===== src/rtl/turn_controller_pkg.sv =====
// Shared types and constants for the tic-tac-toe turn controller.
package turn_controller_pkg;

    typedef enum logic [2:0] {
        ST_IDLE     = 3'd0,
        ST_CLEAR    = 3'd1,
        ST_A_WAIT   = 3'd2,
        ST_A_SETTLE = 3'd3,
        ST_B_WAIT   = 3'd4,
        ST_B_SETTLE = 3'd5,
        ST_OVER     = 3'd6
    } state_e;

    localparam int GRID_B_OFS = 9;

    localparam logic [1:0] WINNER_NONE = 2'b00;
    localparam logic [1:0] WINNER_A    = 2'b01;
    localparam logic [1:0] WINNER_B    = 2'b10;

    // rows, columns, diagonals; bit n = cell n
    localparam logic [7:0][8:0] WIN_LINES = {
        9'h007, 9'h038, 9'h1C0,
        9'h049, 9'h092, 9'h124,
        9'h111, 9'h054
    };

    function automatic logic cell_free(input logic [17:0] grid, input logic [3:0] p);
        logic [8:0] occ;
        occ = grid[8:0] | grid[GRID_B_OFS +: 9];
        return (p <= 4'd8) && (((occ >> p) & 9'd1) == 9'd0);
    endfunction

endpackage


===== src/rtl/turn_controller_if.sv =====
// Player-input / recorder-side signal bundle for turn_controller.
interface turn_controller_if;
    logic        start;
    logic        a_req;
    logic [3:0]  a_pos;
    logic        b_req;
    logic [3:0]  b_pos;
    logic [17:0] game_grid;
    logic        board_rst_n;
    logic [3:0]  pos;
    logic        player_a_move;
    logic        player_b_move;
    logic        game_state;
    logic        turn;
    logic [1:0]  winner;
    logic        illegal;
    logic        turn_skipped;

    modport slave (
        input  start, a_req, a_pos, b_req, b_pos, game_grid,
        output board_rst_n, pos, player_a_move, player_b_move,
               game_state, turn, winner, illegal, turn_skipped
    );

    modport master (
        output start, a_req, a_pos, b_req, b_pos, game_grid,
        input  board_rst_n, pos, player_a_move, player_b_move,
               game_state, turn, winner, illegal, turn_skipped
    );
endinterface


===== src/rtl/turn_controller_line_checker.sv =====
// Flags a completed line (row, column or diagonal) in one player's 9-bit plane.
module turn_controller_line_checker
    import turn_controller_pkg::*;
(
    input  logic [8:0] plane,
    output logic       win
);

    always_comb begin
        win = 1'b0;
        for (int i = 0; i < 8; i++) begin
            if ((plane & WIN_LINES[i]) == WIN_LINES[i]) win = 1'b1;
        end
    end

endmodule


===== src/rtl/turn_controller.sv =====
// Turn sequencer for disappearing-mark tic-tac-toe: validation, move strobes,
// win detection and per-turn timeout.
module turn_controller
    import turn_controller_pkg::*;
#(
    parameter int TURN_TIMEOUT = 100_000_000,
    parameter int TO_W         = 27
) (
    input  logic              clk,
    input  logic              reset,
    turn_controller_if.slave  bus
);

    // state    | meaning
    // IDLE     | after reset, waiting for start
    // CLEAR    | board clear pulse to recorder
    // A_WAIT   | waiting for a legal request from A
    // A_SETTLE | A strobe issued, waiting for recorder, then win check
    // B_WAIT   | waiting for a legal request from B
    // B_SETTLE | B strobe issued, waiting for recorder, then win check
    // OVER     | game decided, winner held until start

    localparam logic [TO_W-1:0] T_LAST = TO_W'(TURN_TIMEOUT - 1);

    state_e          state_q, state_d;
    logic [TO_W-1:0] timer_q, timer_d;
    logic [3:0]      pos_q, pos_d;
    logic            a_move_q, a_move_d;
    logic            b_move_q, b_move_d;
    logic            game_state_q, game_state_d;
    logic            turn_q, turn_d;
    logic [1:0]      winner_q, winner_d;
    logic            illegal_q, illegal_d;
    logic            skip_q, skip_d;
    logic            brst_n_q, brst_n_d;

    logic [8:0] mover_plane;
    logic       mover_win;

    // SETTLE only ever checks the mover, whose identity is still held in turn_q
    assign mover_plane = turn_q ? bus.game_grid[GRID_B_OFS +: 9] : bus.game_grid[8:0];

    turn_controller_line_checker u_line_checker (
        .plane (mover_plane),
        .win   (mover_win)
    );

    always_comb begin
        state_d      = state_q;
        timer_d      = (timer_q == T_LAST) ? timer_q : timer_q + TO_W'(1);
        pos_d        = pos_q;
        a_move_d     = 1'b0;
        b_move_d     = 1'b0;
        game_state_d = game_state_q;
        turn_d       = turn_q;
        winner_d     = winner_q;
        illegal_d    = 1'b0;
        skip_d       = 1'b0;
        brst_n_d     = 1'b1;

        if (bus.start) begin
            state_d  = ST_CLEAR;
            brst_n_d = 1'b0;
            winner_d = WINNER_NONE;
            turn_d   = 1'b0;
        end else begin
            case (state_q)
                ST_CLEAR: begin
                    state_d      = ST_A_WAIT;
                    game_state_d = 1'b1;
                end
                ST_A_WAIT: begin
                    if (bus.a_req && cell_free(bus.game_grid, bus.a_pos)) begin
                        pos_d    = bus.a_pos;
                        a_move_d = 1'b1;
                        state_d  = ST_A_SETTLE;
                    end else begin
                        illegal_d = bus.a_req;
                        if (timer_q == T_LAST) begin
                            skip_d  = 1'b1;
                            turn_d  = 1'b1;
                            state_d = ST_B_WAIT;
                        end
                    end
                end
                ST_B_WAIT: begin
                    if (bus.b_req && cell_free(bus.game_grid, bus.b_pos)) begin
                        pos_d    = bus.b_pos;
                        b_move_d = 1'b1;
                        state_d  = ST_B_SETTLE;
                    end else begin
                        illegal_d = bus.b_req;
                        if (timer_q == T_LAST) begin
                            skip_d  = 1'b1;
                            turn_d  = 1'b0;
                            state_d = ST_A_WAIT;
                        end
                    end
                end
                ST_A_SETTLE, ST_B_SETTLE: begin
                    // timer==1 marks the second settle cycle; grid now holds the new mark
                    if (timer_q == TO_W'(1)) begin
                        if (mover_win) begin
                            winner_d     = turn_q ? WINNER_B : WINNER_A;
                            game_state_d = 1'b0;
                            state_d      = ST_OVER;
                        end else begin
                            turn_d  = ~turn_q;
                            state_d = turn_q ? ST_A_WAIT : ST_B_WAIT;
                        end
                    end
                end
                default: ;
            endcase
        end

        if (state_d != state_q) timer_d = '0;
    end

    always_ff @(posedge clk or negedge reset) begin
        if (!reset) begin
            state_q      <= ST_IDLE;
            timer_q      <= '0;
            pos_q        <= 4'd0;
            a_move_q     <= 1'b0;
            b_move_q     <= 1'b0;
            game_state_q <= 1'b0;
            turn_q       <= 1'b0;
            winner_q     <= WINNER_NONE;
            illegal_q    <= 1'b0;
            skip_q       <= 1'b0;
            brst_n_q     <= 1'b1;
        end else begin
            state_q      <= state_d;
            timer_q      <= timer_d;
            pos_q        <= pos_d;
            a_move_q     <= a_move_d;
            b_move_q     <= b_move_d;
            game_state_q <= game_state_d;
            turn_q       <= turn_d;
            winner_q     <= winner_d;
            illegal_q    <= illegal_d;
            skip_q       <= skip_d;
            brst_n_q     <= brst_n_d;
        end
    end

    assign bus.board_rst_n   = brst_n_q;
    assign bus.pos           = pos_q;
    assign bus.player_a_move = a_move_q;
    assign bus.player_b_move = b_move_q;
    assign bus.game_state    = game_state_q;
    assign bus.turn          = turn_q;
    assign bus.winner        = winner_q;
    assign bus.illegal       = illegal_q;
    assign bus.turn_skipped  = skip_q;

endmodule


===== src/flat_wrapper.sv =====
// flat-port wrapper written by rule: the top's interface ports become plain ports
module turn_controller_flat import turn_controller_pkg::*;
#(
    parameter int TURN_TIMEOUT = 100_000_000,
    parameter int TO_W         = 27
)
  (clk, reset, bus_start, bus_a_req, bus_a_pos, bus_b_req, bus_b_pos, bus_game_grid, bus_board_rst_n, bus_pos, bus_player_a_move, bus_player_b_move, bus_game_state, bus_turn, bus_winner, bus_illegal, bus_turn_skipped);
  turn_controller_if bus_i ();
  input  logic clk;
  input  logic reset;
  input wire logic [$bits(bus_i.start)-1:0] bus_start;
  input wire logic [$bits(bus_i.a_req)-1:0] bus_a_req;
  input wire logic [$bits(bus_i.a_pos)-1:0] bus_a_pos;
  input wire logic [$bits(bus_i.b_req)-1:0] bus_b_req;
  input wire logic [$bits(bus_i.b_pos)-1:0] bus_b_pos;
  input wire logic [$bits(bus_i.game_grid)-1:0] bus_game_grid;
  output wire logic [$bits(bus_i.board_rst_n)-1:0] bus_board_rst_n;
  output wire logic [$bits(bus_i.pos)-1:0] bus_pos;
  output wire logic [$bits(bus_i.player_a_move)-1:0] bus_player_a_move;
  output wire logic [$bits(bus_i.player_b_move)-1:0] bus_player_b_move;
  output wire logic [$bits(bus_i.game_state)-1:0] bus_game_state;
  output wire logic [$bits(bus_i.turn)-1:0] bus_turn;
  output wire logic [$bits(bus_i.winner)-1:0] bus_winner;
  output wire logic [$bits(bus_i.illegal)-1:0] bus_illegal;
  output wire logic [$bits(bus_i.turn_skipped)-1:0] bus_turn_skipped;
  assign bus_i.start = bus_start;
  assign bus_i.a_req = bus_a_req;
  assign bus_i.a_pos = bus_a_pos;
  assign bus_i.b_req = bus_b_req;
  assign bus_i.b_pos = bus_b_pos;
  assign bus_i.game_grid = bus_game_grid;
  assign bus_board_rst_n = bus_i.board_rst_n;
  assign bus_pos = bus_i.pos;
  assign bus_player_a_move = bus_i.player_a_move;
  assign bus_player_b_move = bus_i.player_b_move;
  assign bus_game_state = bus_i.game_state;
  assign bus_turn = bus_i.turn;
  assign bus_winner = bus_i.winner;
  assign bus_illegal = bus_i.illegal;
  assign bus_turn_skipped = bus_i.turn_skipped;
  turn_controller #(.TURN_TIMEOUT(TURN_TIMEOUT), .TO_W(TO_W)) u_core (.clk(clk), .reset(reset), .bus(bus_i));
endmodule

===== config.mk =====
export PLATFORM = sky130hd
export DESIGN_NAME = turn_controller_flat
export DESIGN_NICKNAME = d
export VERILOG_FILES = /design/src/rtl/turn_controller_pkg.sv /design/src/rtl/turn_controller_if.sv /design/src/rtl/turn_controller_line_checker.sv /design/src/rtl/turn_controller.sv /design/src/flat_wrapper.sv
export SDC_FILE = /design/constraint.sdc
export NUM_CORES = 1
export LEC_CHECK = 0
export BUFFER_PORTS_ARGS = -buffer_cell sky130_fd_sc_hd__buf_2
export CORE_MARGIN = 10
export CORE_UTILIZATION = 30
export CTS_CLUSTER_DIAMETER = 150
export DETAILED_ROUTE_END_ITERATION = 12
export GPL_ROUTABILITY_DRIVEN = 0
export PLACE_DENSITY = 0.57
export SYNTH_ARGS = -nofsm -noshare
export SYNTH_HDL_FRONTEND = slang
export SYNTH_SLANG_ARGS = --single-unit

===== constraint.sdc =====
create_clock -name clk -period 5.2 [get_ports clk]
set_input_delay 1.04 -clock clk [delete_from_list [all_inputs] [get_ports clk]]
set_output_delay 1.04 -clock clk [all_outputs]
set_load 0.005 [all_outputs]

; ---- Yosys cells after proc, flatten, opt, wreduce, memory -nomap -nowiden
; Index checks and enable logic that the tools add are counted.
[word_totals]
elab_cells = 118
register_bits = 43
out_inout_bits = 13
in_bits = 31
[op_classes]
addsub = 1
shift = 2
n_reduce_logical = 17
magnitude_cmp = 2
n_mux = 55
n_bitwise = 3
eq_ne = 27
[ops]
columns = operator, n
row1 = two-way mux 27 bit, 2
row2 = two-way mux 1 bit, 31
row3 = "== test 3 bit, second input constant", 10
row4 = "adder 27 x 1 -> 27 bit, second input constant", 1
row5 = "== test 27 x 1 -> 1 bit, second input constant", 1
row6 = "== test 27 bit, second input constant", 1
row7 = two-way mux 3 bit, 8
row8 = zero test 9 bit, 2
row9 = right shift 9 x 4 -> 1 bit, 2
row10 = one-hot mux 3 bit (4 select lines), 1
row11 = two-way mux 2 bit, 5
row12 = nonzero test 2 bit, 5
row13 = two-way mux 9 bit, 1
row14 = "inequality test 3 x 2 -> 1 bit, second input constant", 3
row15 = "inequality test 3 bit, second input constant", 3
row16 = OR 9 bit, 1
row17 = "<= comparator 4 bit, second input constant", 2
row18 = two-way mux 4 bit, 2
row19 = "inequality test 2 x 1 -> 1 bit, second input constant", 4
row20 = one-hot mux 4 bit (2 select lines), 1
row21 = AND reduction 4 bit, 2
row22 = AND reduction 7 bit, 1
row23 = "== test 3 x 2 -> 1 bit, second input constant", 2
row24 = one-hot mux 1 bit (2 select lines), 3
row25 = 9 further kinds, 13

; ---- Longest topological paths before layout
[depth]
depth_word = 16
ltp_mapped = 10
mapped_depth_nobuf = 9

; ---- Modules after synthesis
; Synthesis repeated with hierarchy kept, for this count alone.
[hier_totals]
hier_cells = 322
hier_area_um2 = 3049.2
[modules_own_cells]
columns = mod, cells_per_inst, n_inst, area_per_inst_um2
row1 = turn_controller, 314, 1, 2992.9
row2 = turn_controller_line_checker, 8, 1, 56.3

; ---- Worst setup path before layout
; Ideal clock, no wire load.
[synth_path]
path_kind = input to register
startpoint = input bus_a_pos[0]
endpoint = register u_core.turn_q (netlist: u_core.bus.turn)
arrival_time_ns = 2.832
cell_stages = 8
required_time_ns = 5.078
setup_slack_ns = 2.247
cell_sequence = buf_2 > or2_2 > o221ai_1 > o21ai_1 > o21ai_1 > a21oi_1 > or4_1 > a32o_1
[synth_between]
elab_chain_len = 6
elab_cells_between_ends = 7
[synth_lines]
columns = item, line
row1 = from (decl), flat_wrapper.sv:13  ; input wire logic [$bits(bus_i.a_pos)-1:0] bus_a_pos;
row2 = right shift 9 x 4 -> 1 bit, turn_controller_pkg.sv:30  ; return (p <= 4'd8) && (((occ >> p) & 9'd1) == 9'd0);
row3 = zero test 9 bit, turn_controller_pkg.sv:30
row4 = logical AND 1 bit *, turn_controller_pkg.sv:30
row5 = logical AND 1 bit *, turn_controller.sv:73  ; if (bus.a_req && cell_free(bus.game_grid, bus.a_pos)) begin
row6 = inequality test 3 bit (no line) *, -
row7 = AND reduction 7 bit (no line) *, -
row8 = to (signal assigned), turn_controller.sv:140  ; turn_q <= turn_d;
row9 = to (decl), turn_controller.sv:31  ; logic turn_q, turn_d;
; Every way passes the cells marked *; elsewhere a longest branch is shown, timed or not.
; A chain may end at the register's enable or synchronous reset.

; ---- Worst setup path in the final report
[layout_path]
startpoint = register u_core.timer_q[9]
endpoint = register u_core.timer_q[16]
[layout_between]
elab_chain_len = 7
elab_cells_between_ends = 14
[layout_lines]
columns = item, line
row1 = from (decl), turn_controller.sv:26  ; logic [TO_W-1:0] timer_q, timer_d;
row2 = from (signal assigned), turn_controller.sv:135  ; timer_q <= timer_d;
row3 = == test 27 bit, "turn_controller.sv:50, turn_controller.sv:79, turn_controller.sv:93"
row4 = "two-way mux 3 bit, on equally long branches", "turn_controller.sv:93, turn_controller.sv:79"
row5 = "two-way mux 3 bit, on equally long branches", "turn_controller.sv:87, turn_controller.sv:73"
row6 = one-hot mux 3 bit (4 select lines), turn_controller.sv:67  ; case (state_q)
row7 = two-way mux 3 bit, turn_controller.sv:61  ; if (bus.start) begin
row8 = inequality test 3 bit, turn_controller.sv:117  ; if (state_d != state_q) timer_d = '0;
row9 = inequality test 2 bit (no line) / two-way mux 27 bit (equally long branches), -
; Several ways; a longest one is shown, not always the timed one. The select of a mux whose other input is x is not followed.

==> impl_metrics.toml <==
[run_status]
status = "finished clean"

[placement]
place_hpwl_um = 5853
place_area_mm2 = 0.003173
dp_slack_ns = 1.844
numPortBuffers = 43

[power]
p_per_area_mw_per_mm2 = 273.8
power_w = 0.0009010
leakage_nw = 1.323
p_seq_frac = 0.445
p_comb_frac = 0.257
ir_drop_uv = 165.0
internal-power_w = 0.0006197
clkPwrFrac = 0.298
p_sw_frac = 0.3121
p_sw_w = 0.0002812

[worst_hold_path]
min_path_type = "reg2reg"

[floorplanning]
die_x_um = 117.5
fp.dieH_um = 117.5
placementRows = 35
dieArea_mm2 = 0.01381
io_pins = 44
core_area_mm2 = 0.009240
start_util = 0.3086

[setup_path]
crit_top_cell = "nor2_1"
crit_chain = "nor4_1, nand4_1, nor2_1, o211ai_1, o211a_1, o211ai_4, nor2_1"
cp-start-kind = "flip-flop"
critPathTopFamily = "simple AND/OR/NAND/NOR gates"
worst_path_largest_cell_delay_ns = 0.69
r2r_slack_ns = 2.12
critPathRequiredTime_ns = 5.35
critical_path_class = "reg2reg"
cp_max_fo = 27
worstPathArrival_ns = 3.22
path_buf_inv = 0
worst_setup_path_end_kind = "flip-flop"
critPathSlowestCell = "nor4_1"

[synthesis]
ys.flop_type = "dfrtp_1"
ys_async_sr_fraction = 1.000
synth_top_cells_by_area = "dfrtp_1 (37%), nor2_1 (7.2%), xnor2_1 (4.6%)"
syn_nets = 351
yosysSeqAreaShare = 0.3778
yosys.area.top_type_share = 0.3686
synth_area_per_cell_um2 = 8.967
synth_cell_types = 61
yosysWarnings = 0
synth.cell_area_mm2 = 0.002851
synth-edff-count = 0
yosysTopAreaCell = "dfrtp_1"
synth-seq-cells = 43
synthCells = 318

[timing]
worst_pin_slew_ns = 0.9565
fin_skew_ns = 0.01306
hold_viol = 0
slew_headroom = 0.3623
fin_crit_ns = 3.076
rsz0062_at_grt = "no"
drv_slew = 0
period_share = 0.5915
fin_ws_ns = 2.124
fin_setup_tns_ns = 0
setup_violations = 0
whs_ns = 0.5088
fmax_mhz = 325.1

[detailed_routing]
drc_errors = 0
wl_per_cell_um = 15.44
drtPass1Iterations = 4
drt-initial-drc-count = 203
via_per_inst = 5.235
routed_wl_um = 7548
ant_nets = 0
vias = 2560

[grt]
grt_pass1_vias = 2527
track_usage = 0.1072
overflow = 0
antenna_found_initial = 0
grt_max_degree = 44
grt_first_pass_wirelength_um = 12640

[cts]
worstSkewPairLatency_ns = 0.30
clkTransAtPathRegs_ns = 0.08
hold_buffers = 0
h-tree-depth = 2
clk_path_buf_depth = 2
cts_resized = 0
cts_tree = "yes"
numCtsBuffers = 5
cts_root_buf = "clkbuf_8"
clock-sinks = 43
post_cts_buffers = 0

[cells_and_area]
layout_commonest_cell = "nor2_1"
antenna_cells = 0
nets = 392
syn_to_final_growth_pct = 15.40
final_area_mm2 = 0.003291
layout-drive-gt1-share = 0.2056
mostFrequentLayoutCells = "nor2_1 (55), buf_2 (43), dfrtp_1 (42)"

[job]
maxCapViolations = 0
-- registers in the layout (all words and copies together), names as in the netlist --
register	flops
u_core.bus.board_rst_n	1
u_core.bus.game_state	1
u_core.bus.illegal	1
u_core.bus.player_a_move	1
u_core.bus.player_b_move	1
u_core.bus.pos	4
u_core.bus.turn	1
u_core.bus.turn_skipped	1
u_core.bus.winner	2
u_core.state_q	3
u_core.timer_q	27
-- area by class of cell --
cell class                 instances  area [um^2]
fill                             974         5949
inverter                           8        30.03
timing repair buffer              44        222.7
clock buffer                       6        82.58
clock inverter                     2        35.03
tap                              129        161.4
multi-input combinational        257         1682
sequential                        43         1077
-- cell usage after synthesis, types with 3 or more instances --
master / n
o21ai_0: 8
o21ai_1: 3
o211ai_1: 4
nand4_1: 10
and4_1: 3
mux2_2: 8
xor2_1: 13
a21oi_1: 7
nand2_1: 18
nor4_1: 10
nand3_1: 16
a22o_1: 6
buf_6: 3
xnor2_1: 15
clkbuf_1: 5
or2_2: 4
nor2b_1: 3
nor2_1: 55
inv_1: 8
nor3b_1: 6
nor3_1: 15
nor4b_1: 4
dfrtp_1: 42
-- power groups by stage --
stage	Clock, W	Sequential [W]	Combinational [W]
floorplan	0	0.000397	0.000159
global placement	0	0.000406	0.000232
detailed placement	0	0.000407	0.000235
CTS	0.000281	0.000401	0.000235
global route	0.000299	0.000407	0.000259
finish	0.000269	0.000401	0.000232
-- through the flow --
stage,util,cells
global route,0.3561,489
detailed placement,0.3434,481
finish,0.3561,489
floorplan,-,318
CTS,0.3561,489
global placement,0.3434,481
-- layer usage --
| layer | GRT usage | part of all wire | vias to the layer above | routed length [um] |
|---|---|---|---|---|
| met4 | 0.02164 | 0.0095 | 0 | 72 |
| met1 | 0.1472 | 0.49 | 1215 | 3672 |
| li1 | - | - | 1255 | - |
| met3 | 0.02350 | 0.048 | 8 | 362 |
| met5 | 0 | 0 | - | 0 |
| met2 | 0.1678 | 0.46 | 82 | 3441 |
-- final timing paths --
check	from	endpoint	cells after the start
worst max-delay path	u_core.timer_q[9]$_DFFE_PN0P_	u_core.timer_q[16]$_DFFE_PN0P_	7
worst min-delay path	u_core.bus.pos[0]$_DFFE_PN0P_	u_core.bus.pos[0]$_DFFE_PN0P_	1
worst max register to register	u_core.timer_q[9]$_DFFE_PN0P_	u_core.timer_q[16]$_DFFE_PN0P_	7
worst min register to register	u_core.bus.pos[0]$_DFFE_PN0P_	u_core.bus.pos[0]$_DFFE_PN0P_	1
max in group asynchronous	reset	u_core.timer_q[20]$_DFFE_PN0P_	1
min in group asynchronous	reset	u_core.timer_q[9]$_DFFE_PN0P_	1
-- kinds of logic (layout without fill, tap and decap cells) --
| logic type | after synthesis | count (layout) | synth area share |
|---|---|---|---|
| compound gates | 53 | 53 | 0.1492 |
| xor+xnor | 28 | 28 | 0.08600 |
| fa+ha+maj | 2 | 2 | 0.008774 |
| buf+inv | 18 | 60 | 0.03247 |
| flops | 43 | 43 | 0.3778 |
| mux | 11 | 11 | 0.04651 |
| simple gates | 163 | 163 | 0.2993 |
-- worst register-to-register path: stages (launching register included) --
cell and delay [ns]:
dfrtp_1 0.43, nor4_1 0.69, nand4_1 0.33, nor2_1 0.32
o211ai_1 0.21, o211a_1 0.20, o211ai_4 0.62, nor2_1 0.14
No activity file was read; power rests on OpenSTA's default activity.
